**src/rtl/io_pkg.sv**
```systemverilog
// Shared constants for the buffered I/O port bank.
// No logic, no latency.
// No backpressure; constants only.
package io_pkg;

  // Bit positions inside cpu_status
  localparam int STAT_OVF     = 3;
  localparam int STAT_TXFULL  = 2;
  localparam int STAT_RXEMPTY = 1;
  localparam int STAT_RXNE    = 0;

  // Default datapath word width
  localparam int DATA_W_DEF   = 16;

endpackage

```
**src/rtl/io_fifo.sv**
```systemverilog
// Single-clock circular FIFO, DEPTH entries, head exposed combinationally.
// Latency: a pushed word is visible at o_head from the next cycle (no bypass).
// Backpressure: push when full is refused unless a pop happens in the same cycle.
module io_fifo
  import io_pkg::*;
#(
  parameter int DATA_W = DATA_W_DEF,
  parameter int DEPTH  = 4
) (
  input  logic              clk,
  input  logic              rst_n,
  input  logic              i_push,
  input  logic [DATA_W-1:0] i_push_dat,
  input  logic              i_pop,
  output logic [DATA_W-1:0] o_head,
  output logic              o_full,
  output logic              o_empty
);

  localparam int AW = $clog2(DEPTH);
  localparam int CW = AW + 1;

  logic [DATA_W-1:0] r_mem [DEPTH];
  logic [AW-1:0]     r_wr_ptr;
  logic [AW-1:0]     r_rd_ptr;
  logic [CW-1:0]     r_count;
  logic              w_push;
  logic              w_pop;

  assign o_full  = (r_count == CW'(DEPTH));
  assign o_empty = (r_count == '0);
  assign o_head  = r_mem[r_rd_ptr];

  // A full FIFO still takes a word when the head leaves in the same cycle;
  // the slot being written is the one being vacated.
  assign w_pop  = i_pop & ~o_empty;
  assign w_push = i_push & (~o_full | w_pop);

  // Storage array; contents need no reset because count gates visibility
  always_ff @(posedge clk) begin
    if (w_push) r_mem[r_wr_ptr] <= i_push_dat;
  end

  // Pointers wrap naturally at DEPTH (power of two); count tracks occupancy
  always_ff @(posedge clk or negedge rst_n) begin
    if (!rst_n) begin
      r_wr_ptr <= '0;
      r_rd_ptr <= '0;
      r_count  <= '0;
    end else begin
      if (w_push) r_wr_ptr <= r_wr_ptr + AW'(1);
      if (w_pop)  r_rd_ptr <= r_rd_ptr + AW'(1);
      if (w_push && !w_pop)      r_count <= r_count + CW'(1);
      else if (!w_push && w_pop) r_count <= r_count - CW'(1);
    end
  end

endmodule

```
**src/rtl/io_port_bank.sv**
```systemverilog
// Bank of CHANNELS buffered I/O channels: per-channel TX and RX FIFOs, CPU decode, sticky overflow.
// Latency: CPU read data and status are registered (1 cycle); TX head is combinational from FIFO state.
// Backpressure: in_ready is derived from registered RX occupancy only; TX drops words when full.
module io_port_bank
  import io_pkg::*;
#(
  parameter int DATA_W   = DATA_W_DEF,
  parameter int CHANNELS = 4,
  parameter int DEPTH    = 4,
  parameter int CH_W     = (CHANNELS > 1) ? $clog2(CHANNELS) : 1
) (
  input  logic                       clk,
  input  logic                       reset,
  input  logic [CH_W-1:0]            cpu_ch,
  input  logic                       cpu_wr,
  input  logic [DATA_W-1:0]          cpu_wdata,
  input  logic                       cpu_rd,
  output logic [DATA_W-1:0]          cpu_rdata,
  output logic                       cpu_rvalid,
  input  logic                       cpu_stat_rd,
  output logic [3:0]                 cpu_status,
  input  logic [CHANNELS*DATA_W-1:0] in_data,
  input  logic [CHANNELS-1:0]        in_valid,
  output logic [CHANNELS-1:0]        in_ready,
  output logic [CHANNELS*DATA_W-1:0] out_data,
  output logic [CHANNELS-1:0]        out_valid,
  input  logic [CHANNELS-1:0]        out_ready
);

  logic [CHANNELS-1:0] w_sel;
  logic [CHANNELS-1:0] w_tx_push;
  logic [CHANNELS-1:0] w_tx_pop;
  logic [CHANNELS-1:0] w_tx_full;
  logic [CHANNELS-1:0] w_tx_empty;
  logic [CHANNELS-1:0] w_rx_push;
  logic [CHANNELS-1:0] w_rx_pop;
  logic [CHANNELS-1:0] w_rx_full;
  logic [CHANNELS-1:0] w_rx_empty;
  logic [CHANNELS-1:0] w_ovf_set;
  logic [CHANNELS-1:0] w_ovf_clr;
  logic [DATA_W-1:0]   w_rx_head [CHANNELS];
  logic [DATA_W-1:0]   w_head_sel;
  logic [3:0]          w_stat_sel;

  logic [CHANNELS-1:0] r_ovf;
  logic [DATA_W-1:0]   r_rdata;
  logic                r_rvalid;
  logic [3:0]          r_status;

  // An out-of-range cpu_ch matches no channel, so every CPU action is a no-op
  for (genvar i = 0; i < CHANNELS; i++) begin : g_ch
    assign w_sel[i]     = (cpu_ch == CH_W'(i));
    assign w_tx_push[i] = cpu_wr & w_sel[i];
    assign w_tx_pop[i]  = out_valid[i] & out_ready[i];
    assign w_rx_push[i] = in_valid[i] & in_ready[i];
    assign w_rx_pop[i]  = cpu_rd & w_sel[i] & ~w_rx_empty[i];
    assign w_ovf_set[i] = w_tx_push[i] & w_tx_full[i] & ~w_tx_pop[i];
    assign w_ovf_clr[i] = cpu_stat_rd & w_sel[i];

    io_fifo #(.DATA_W(DATA_W), .DEPTH(DEPTH)) u_tx (
      .clk        (clk),
      .rst_n      (reset),
      .i_push     (w_tx_push[i]),
      .i_push_dat (cpu_wdata),
      .i_pop      (w_tx_pop[i]),
      .o_head     (out_data[i*DATA_W +: DATA_W]),
      .o_full     (w_tx_full[i]),
      .o_empty    (w_tx_empty[i])
    );

    io_fifo #(.DATA_W(DATA_W), .DEPTH(DEPTH)) u_rx (
      .clk        (clk),
      .rst_n      (reset),
      .i_push     (w_rx_push[i]),
      .i_push_dat (in_data[i*DATA_W +: DATA_W]),
      .i_pop      (w_rx_pop[i]),
      .o_head     (w_rx_head[i]),
      .o_full     (w_rx_full[i]),
      .o_empty    (w_rx_empty[i])
    );
  end

  assign out_valid = ~w_tx_empty;
  assign in_ready  = ~w_rx_full;

  // Select RX head and pre-update status of the addressed channel (zero if none)
  always_comb begin
    w_head_sel = '0;
    w_stat_sel = '0;
    for (int i = 0; i < CHANNELS; i++) begin
      if (w_sel[i]) begin
        w_head_sel               = w_rx_head[i];
        w_stat_sel[STAT_OVF]     = r_ovf[i];
        w_stat_sel[STAT_TXFULL]  = w_tx_full[i];
        w_stat_sel[STAT_RXEMPTY] = w_rx_empty[i];
        w_stat_sel[STAT_RXNE]    = ~w_rx_empty[i];
      end
    end
  end

  // Sticky overflow: a new overflow wins over a same-cycle status clear
  always_ff @(posedge clk or negedge reset) begin
    if (!reset) r_ovf <= '0;
    else        r_ovf <= (r_ovf & ~w_ovf_clr) | w_ovf_set;
  end

  // Registered CPU read data, read strobe and status snapshot
  always_ff @(posedge clk or negedge reset) begin
    if (!reset) begin
      r_rdata  <= '0;
      r_rvalid <= 1'b0;
      r_status <= 4'(1 << STAT_RXEMPTY);
    end else begin
      r_rvalid <= |w_rx_pop;
      if (|w_rx_pop)  r_rdata  <= w_head_sel;
      if (cpu_stat_rd) r_status <= w_stat_sel;
    end
  end

  assign cpu_rdata  = r_rdata;
  assign cpu_rvalid = r_rvalid;
  assign cpu_status = r_status;

endmodule

```
**config.mk**
```make
export PLATFORM = sky130hd
export DESIGN_NAME = io_port_bank
export DESIGN_NICKNAME = d
export VERILOG_FILES = /design/src/rtl/io_pkg.sv /design/src/rtl/io_fifo.sv /design/src/rtl/io_port_bank.sv
export SDC_FILE = /design/constraint.sdc
export NUM_CORES = 1
export LEC_CHECK = 0
export BUFFER_PORTS_ARGS = -buffer_cell sky130_fd_sc_hd__buf_2
export CAP_MARGIN = 20
export CORE_ASPECT_RATIO = 0.8
export CORE_MARGIN = 3
export CORE_UTILIZATION = 35
export CTS_CLUSTER_SIZE = 30
export DETAILED_ROUTE_END_ITERATION = 8
export PLACE_DENSITY_LB_ADDON = 0.1
export SLEW_MARGIN = 15
export SYNTH_ARGS = -nofsm -noshare
export SYNTH_HDL_FRONTEND = slang
export SYNTH_SLANG_ARGS = --single-unit
```
**constraint.sdc**
```tcl
create_clock -name clk -period 6.02 [get_ports clk]
set_input_delay 0.903 -clock clk [delete_from_list [all_inputs] [get_ports clk]]
set_output_delay 0.903 -clock clk [all_outputs]
set_load 0.02 [all_outputs]
```
# After elaboration in Yosys (flattened, before gate mapping)
# Memories as Yosys holds them, arrays and structs flattened.
# Index checks and enable logic that the tools add are counted.
# op_classes
addsub	32
eq_ne	11
muxes	40
bitwise	81
n_reduce_logical	50
# ops
cell	count
$mux 16	4
$and 1x1->1	48
$mux 3	16
$add 2x1->2 const B	16
$add 3x1->3 const B	8
$eq 3x3->1 const B	8
$logic_not 3->1	8
$sub 3x1->3 const B	8
$not 1->1	20
$logic_and 1x1->1	16
$logic_not 1->1	16
$mux 1	16
$mux 4	4
$reduce_bool 2->1	8
$not 4->4	3
$or 1x1->1	8
$and 4x4->4	1
$eq 2x2->1 const B	2
$or 4x4->4	1
$reduce_or 4->1	1
$eq 2x1->1 const B	1
$logic_not 2->1	1
# totals
reg_bits	81
ram_bits	512
in_bits	95
out_inout_bits	93
wordCells	250
mem_count	8
# memory_table
memory	words	word_bits	read_ports	rd_ports_with_merged_regs	write_ports	line	source
g_ch[0].u_rx.r_mem	4	16	1	0	1	io_fifo.sv:23	logic [DATA_W-1:0] r_mem [DEPTH];
g_ch[0].u_tx.r_mem	4	16	1	0	1	io_fifo.sv:23	
g_ch[1].u_rx.r_mem	4	16	1	0	1	io_fifo.sv:23	
g_ch[1].u_tx.r_mem	4	16	1	0	1	io_fifo.sv:23	
g_ch[2].u_rx.r_mem	4	16	1	0	1	io_fifo.sv:23	
g_ch[2].u_tx.r_mem	4	16	1	0	1	io_fifo.sv:23	
2 more memories	n/a	n/a	n/a	n/a	n/a	n/a	

# Longest topological paths before layout
# depth
word_depth	10
ltp_mapped	11
mapped_depth_nobuf	9

# By module
# From an unflattened synthesis, not the netlist that was laid out.
# unflattened
cells_unflattened	1068
hier_area_um2	23879.2
# by_module_without_submodules
module	instances	cells_per_inst	area_each_um2	seq_area_each_um2
io_fifo	8	119	2778.9	2097.0
io_port_bank	1	116	1647.8	626.9

# Least setup slack after synthesis
# No wires, ideal clock.
# synth_path
path_type	input to register
from	input port cpu_ch[0]
to	register g_ch[3].u_tx.r_count[2]
setup_time_ps	79
arrival_ps	2742
required_ps	5941
setup_slack_ps	3199
cell_stages	11
n_path_buf	2
path_cell_list	buf_2 -> and2_1 -> clkbuf_1 -> nand2_1 -> nor2_1 -> ha_1 -> inv_1 -> fa_1 -> xor2_1 -> nor2_1 -> xor2_1
# synth_between
elab_chain_len	6
elab_cells_between_ends	8
cone_classes	1 x eq/ne; 1 x mux; 2 x bitwise; 4 x reduce/logical
# synth_lines
item	line	source
start, declared	io_port_bank.sv:14	input logic [CH_W-1:0] cpu_ch,
$eq 2x2->1 *	io_port_bank.sv:52	assign w_sel[i] = (cpu_ch == CH_W'(i));
$and 1x1->1 *	io_port_bank.sv:53	assign w_tx_push[i] = cpu_wr & w_sel[i];
$and 1x1->1 *	io_fifo.sv:37	assign w_push = i_push & (~o_full | w_pop);
named net g_ch[3].u_tx.w_push	io_fifo.sv:27	logic w_push;
$logic_not 1->1	io_fifo.sv:54	else if (!w_push && w_pop) r_count <= r_count - CW'(1);
$logic_and 1x1->1	io_fifo.sv:54	
$reduce_bool 2->1 (no source line)	n/a	
end signal, assigned	io_fifo.sv:53	if (w_push && !w_pop) r_count <= r_count + CW'(1);
end signal, assigned	io_fifo.sv:54	
end, declared	io_fifo.sv:26	logic [CW-1:0] r_count;
# The timed path passes the listed nets; every way through them passes the cells marked *.
# A chain may end at the register's enable or synchronous reset.

# Final worst setup path
# layout_path
from	register g_ch[1].u_tx.r_rd_ptr[0]
to	output port out_data[17]
# layout_between
elab_chain_len	1
# layout_lines
item	line	source
start, declared	io_fifo.sv:25	logic [AW-1:0] r_rd_ptr;
start signal, assigned	io_fifo.sv:52	if (w_pop) r_rd_ptr <= r_rd_ptr + AW'(1);
$mem_v2 4x16	n/a	
end, declared	io_port_bank.sv:25	output logic [CHANNELS*DATA_W-1:0] out_data,
# Every way passes these cells.

==> flow_metrics.env <==
export IMPL_status="complete, no violations"
export IMPL_slew_headroom_pct=30.72
export IMPL_fmax_mhz=292.9
export IMPL_critPathKind="flop to output pin"
export IMPL_routed_via_count=11320
export IMPL_crit_slowest_cell="dfrtp_1"
export IMPL_wirelength_um=56900
export IMPL_rows=83
export IMPL_wl_per_cell_um=24.87
export IMPL_htree_num_levels=2
export IMPL_synth_seq_cells=593
export IMPL_finalClockSkew_ps=35.46
export IMPL_io_pins=188
export IMPL_worstSkewPairLatency_ps=630
export IMPL_p_seq_share_pct=43.8
export IMPL_die_area_mm2=0.06968
export IMPL_crit_arrival_ps=2510
export IMPL_drc=0
export IMPL_cts_hold_fix_buffers=0
export IMPL_final_cell_mix="edfxtp_1, buf_2, mux4_2"
export IMPL_finalSetupTns_ps=0
export IMPL_rsz0062_at_grt="false"
export IMPL_ant_nets=0
export IMPL_regArea_mm2=0.01740
export IMPL_async_reset_ff_share_pct=13.66
export IMPL_fp_dieH_um=236.7
export IMPL_first_global_vias=11490
export IMPL_start_util_pct=35.82
export IMPL_p_per_area_mw_per_mm2=485.3
export IMPL_grt_util_all_layers_pct=16.38
export IMPL_clk_pin_slew_ps=60
export IMPL_initialDrtViolationCount=847
export IMPL_critPathMaxStageDelay_ps=690
export IMPL_start_kind="flop"
export IMPL_overflow=0
export IMPL_drv_slew=0
export IMPL_crit_chain="buf_4, mux4_2, buf_2"
export IMPL_synthDistinctLibCells=44
export IMPL_p_switching_mw=4.248
export IMPL_area_growth_pct=16.64
export IMPL_gp_congestion=0.7415
export IMPL_synth_area_mm2=0.02329
export IMPL_drv_cap=0
export IMPL_layout_commonest_cell="edfxtp_1"
export IMPL_synth_edf_count=512
export IMPL_fill_cells=5798
export IMPL_clockRootBuffer="clkbuf_16"
export IMPL_end_kind="output pin"
export IMPL_power_frac_clock_pct=28.6
export IMPL_fin_total_pwr_mw=13.18
export IMPL_num_nets_final=1530
export IMPL_hp_class="input port to asynchronous set/reset pin"
export IMPL_die_w_um=294.4
export IMPL_post_cts_resized=0
export IMPL_cts_tree="built"
export IMPL_swShare_pct=32.23
export IMPL_hold_viol=0
export IMPL_peakVddDrop_uv=256.2
export IMPL_multi_input_area_mm2=0.005485
export IMPL_ys_seq_area_share_pct=74.74
export IMPL_syn_num_nets=1318
export IMPL_syn_inst=1175
export IMPL_period_minus_slack_ps=3414
export IMPL_intPower_mw=8.933
export IMPL_fp_coreArea_mm2=0.06501
export IMPL_dp_hpwl_um=38990
export IMPL_grt_max_degree=45
export IMPL_worstPathRequired_ps=5120
export IMPL_leakage_nw=9.635
export IMPL_port_buffers=187
export IMPL_pwr_share_comb_pct=27.6
export IMPL_clock_sinks=593
export IMPL_drt_vias_per_instance=4.945
export IMPL_ys_flop_type="edfxtp_1"
export IMPL_finalCritPeriodShare_pct=56.71
export IMPL_clockBufferDepth=3
export IMPL_numCtsBuffers=60
export IMPL_avgSynthCellArea_um2=19.82
export IMPL_cts_setup_buffers=0
export IMPL_worst_pin_slew_ps=1039
export IMPL_ys_warn_count=0
export IMPL_setup_viol=0
export IMPL_drive_above_1_share_pct=29.87
export IMPL_cp_max_fo=10
export IMPL_grt_pass1_wl_um=82300
export IMPL_antenna_found_initial=6
export IMPL_drt_pass1_iter_count=7
==> final cells by class <==
class,instances,share of cell area (%)
clock inverters,30,1.244
clock buffers,81,6.224
well taps,850,3.916
diodes,2,0.01843
repair buffers,197,3.732
flip-flops and latches,593,64.08
multi-input cells,492,20.20
inverters,43,0.5943
==> power groups by stage <==
stage | sequential, mW | combinational (mW) | clock, mW
final | 5.77 | 3.64 | 3.77
after global placement | 5.86 | 3.71 | 0
after floorplan | 5.62 | 2.55 | 0
after global routing | 5.88 | 3.94 | 4.07
after detailed placement | 5.88 | 3.72 | 0
after CTS | 5.80 | 3.73 | 3.88
==> path summary, 6_finish.rpt <==
check / slack (ps) / end / cells after the start / from
worst max register to register: 3340 / cpu_rdata[0] / 4 / g_ch[0].u_rx.r_count[0]
worst min register to register: 470 / cpu_status[1] / 2 / cpu_status[1]
worst min-delay path: 300 / cpu_rdata[6] / 1 / reset
worst max-delay path: 2610 / out_data[17] / 3 / g_ch[1].u_tx.r_rd_ptr[0]
max in group asynchronous: 4640 / g_ch[1].u_rx.r_count[1] / 2 / reset
min in group clk: 470 / cpu_status[1] / 2 / cpu_status[1]
==> worst max-delay path: cells and delay by family (launching register included) <==
kind                   cells  cell delay [ps]
DFF                        1              690
buffers and inverters      2              560
muxes                      1              640
==> cell usage after synthesis, types with 5 or more instances <==
cell type	count	share of area [%]
ha_1	40	2.1
inv_1	42	0.68
nor2_1	26	0.42
nor3_1	8	0.17
buf_2	23	0.49
mux4_2	90	8.7
fa_1	8	0.69
a221oi_1	8	0.30
or3_1	5	0.13
o32ai_1	8	0.30
nand2_1	24	0.39
or3b_2	7	0.26
xor2_1	20	0.75
edfxtp_1	512	66
clkbuf_1	15	0.24
buf_1	5	0.081
xnor2_1	28	1.1
and2_1	21	0.56
mux2i_1	77	3.3
dfrtp_1	80	8.6
o22ai_1	32	0.86
mux2_2	37	1.8
and3_1	16	0.43
==> through the flow <==
| stage | setup WS, ps | utilization [%] | cell area, um2 | std cells | hold slack, ps |
|---|---|---|---|---|---|
| 2_1_floorplan | 3199 | - | 23290 | 1175 | 447.6 |
| 3_3_place_gp | 2270 | 38.65 | 25130 | 2175 | 459.5 |
| 3_5_place_dp | 2159 | 38.65 | 25130 | 2175 | 461.7 |
| 4_1_cts | 2485 | 41.77 | 27150 | 2286 | 282.6 |
| 5_1_grt | 2419 | 41.77 | 27150 | 2286 | 308.7 |
| 6_report | 2606 | 41.78 | 27160 | 2288 | 299.3 |
==> layer usage <==
metal	global-route usage, %	up-vias	wire length [um]	share of wire, %
met2	23.30	225	24440	43
met1	25.76	5944	28820	51
met3	3.357	69	2739	4.8
met5	0	-	38	0.067
li1	-	5071	-	-
met4	3.582	6	873	1.5
==> state kept, by name (all words and copies together) (netlist names) <==
register / count
g_ch.u_rx.r_count: 12
g_ch.u_tx.r_mem: 256
g_ch.u_tx.r_wr_ptr: 8
g_ch.u_rx.r_wr_ptr: 8
g_ch.u_rx.r_rd_ptr: 8
g_ch.u_tx.r_rd_ptr: 8
g_ch.u_rx.r_mem: 256
r_ovf: 4
cpu_rdata: 16
cpu_rvalid: 1
cpu_status: 4
g_ch.u_tx.r_count: 12
==> cell families after synthesis <==
family / after synthesis / share of synthesized area, %
AOI/OAI and AO/OA: 59 / 1.881
xor gates and xnor gates: 48 / 1.805
muxes: 205 / 13.92
buffers and inverters: 90 / 1.709
DFF: 593 / 74.74
and+or+nand+nor: 132 / 3.116
adders and majority gates: 48 / 2.837
No activity file was read; power rests on OpenSTA's default activity.
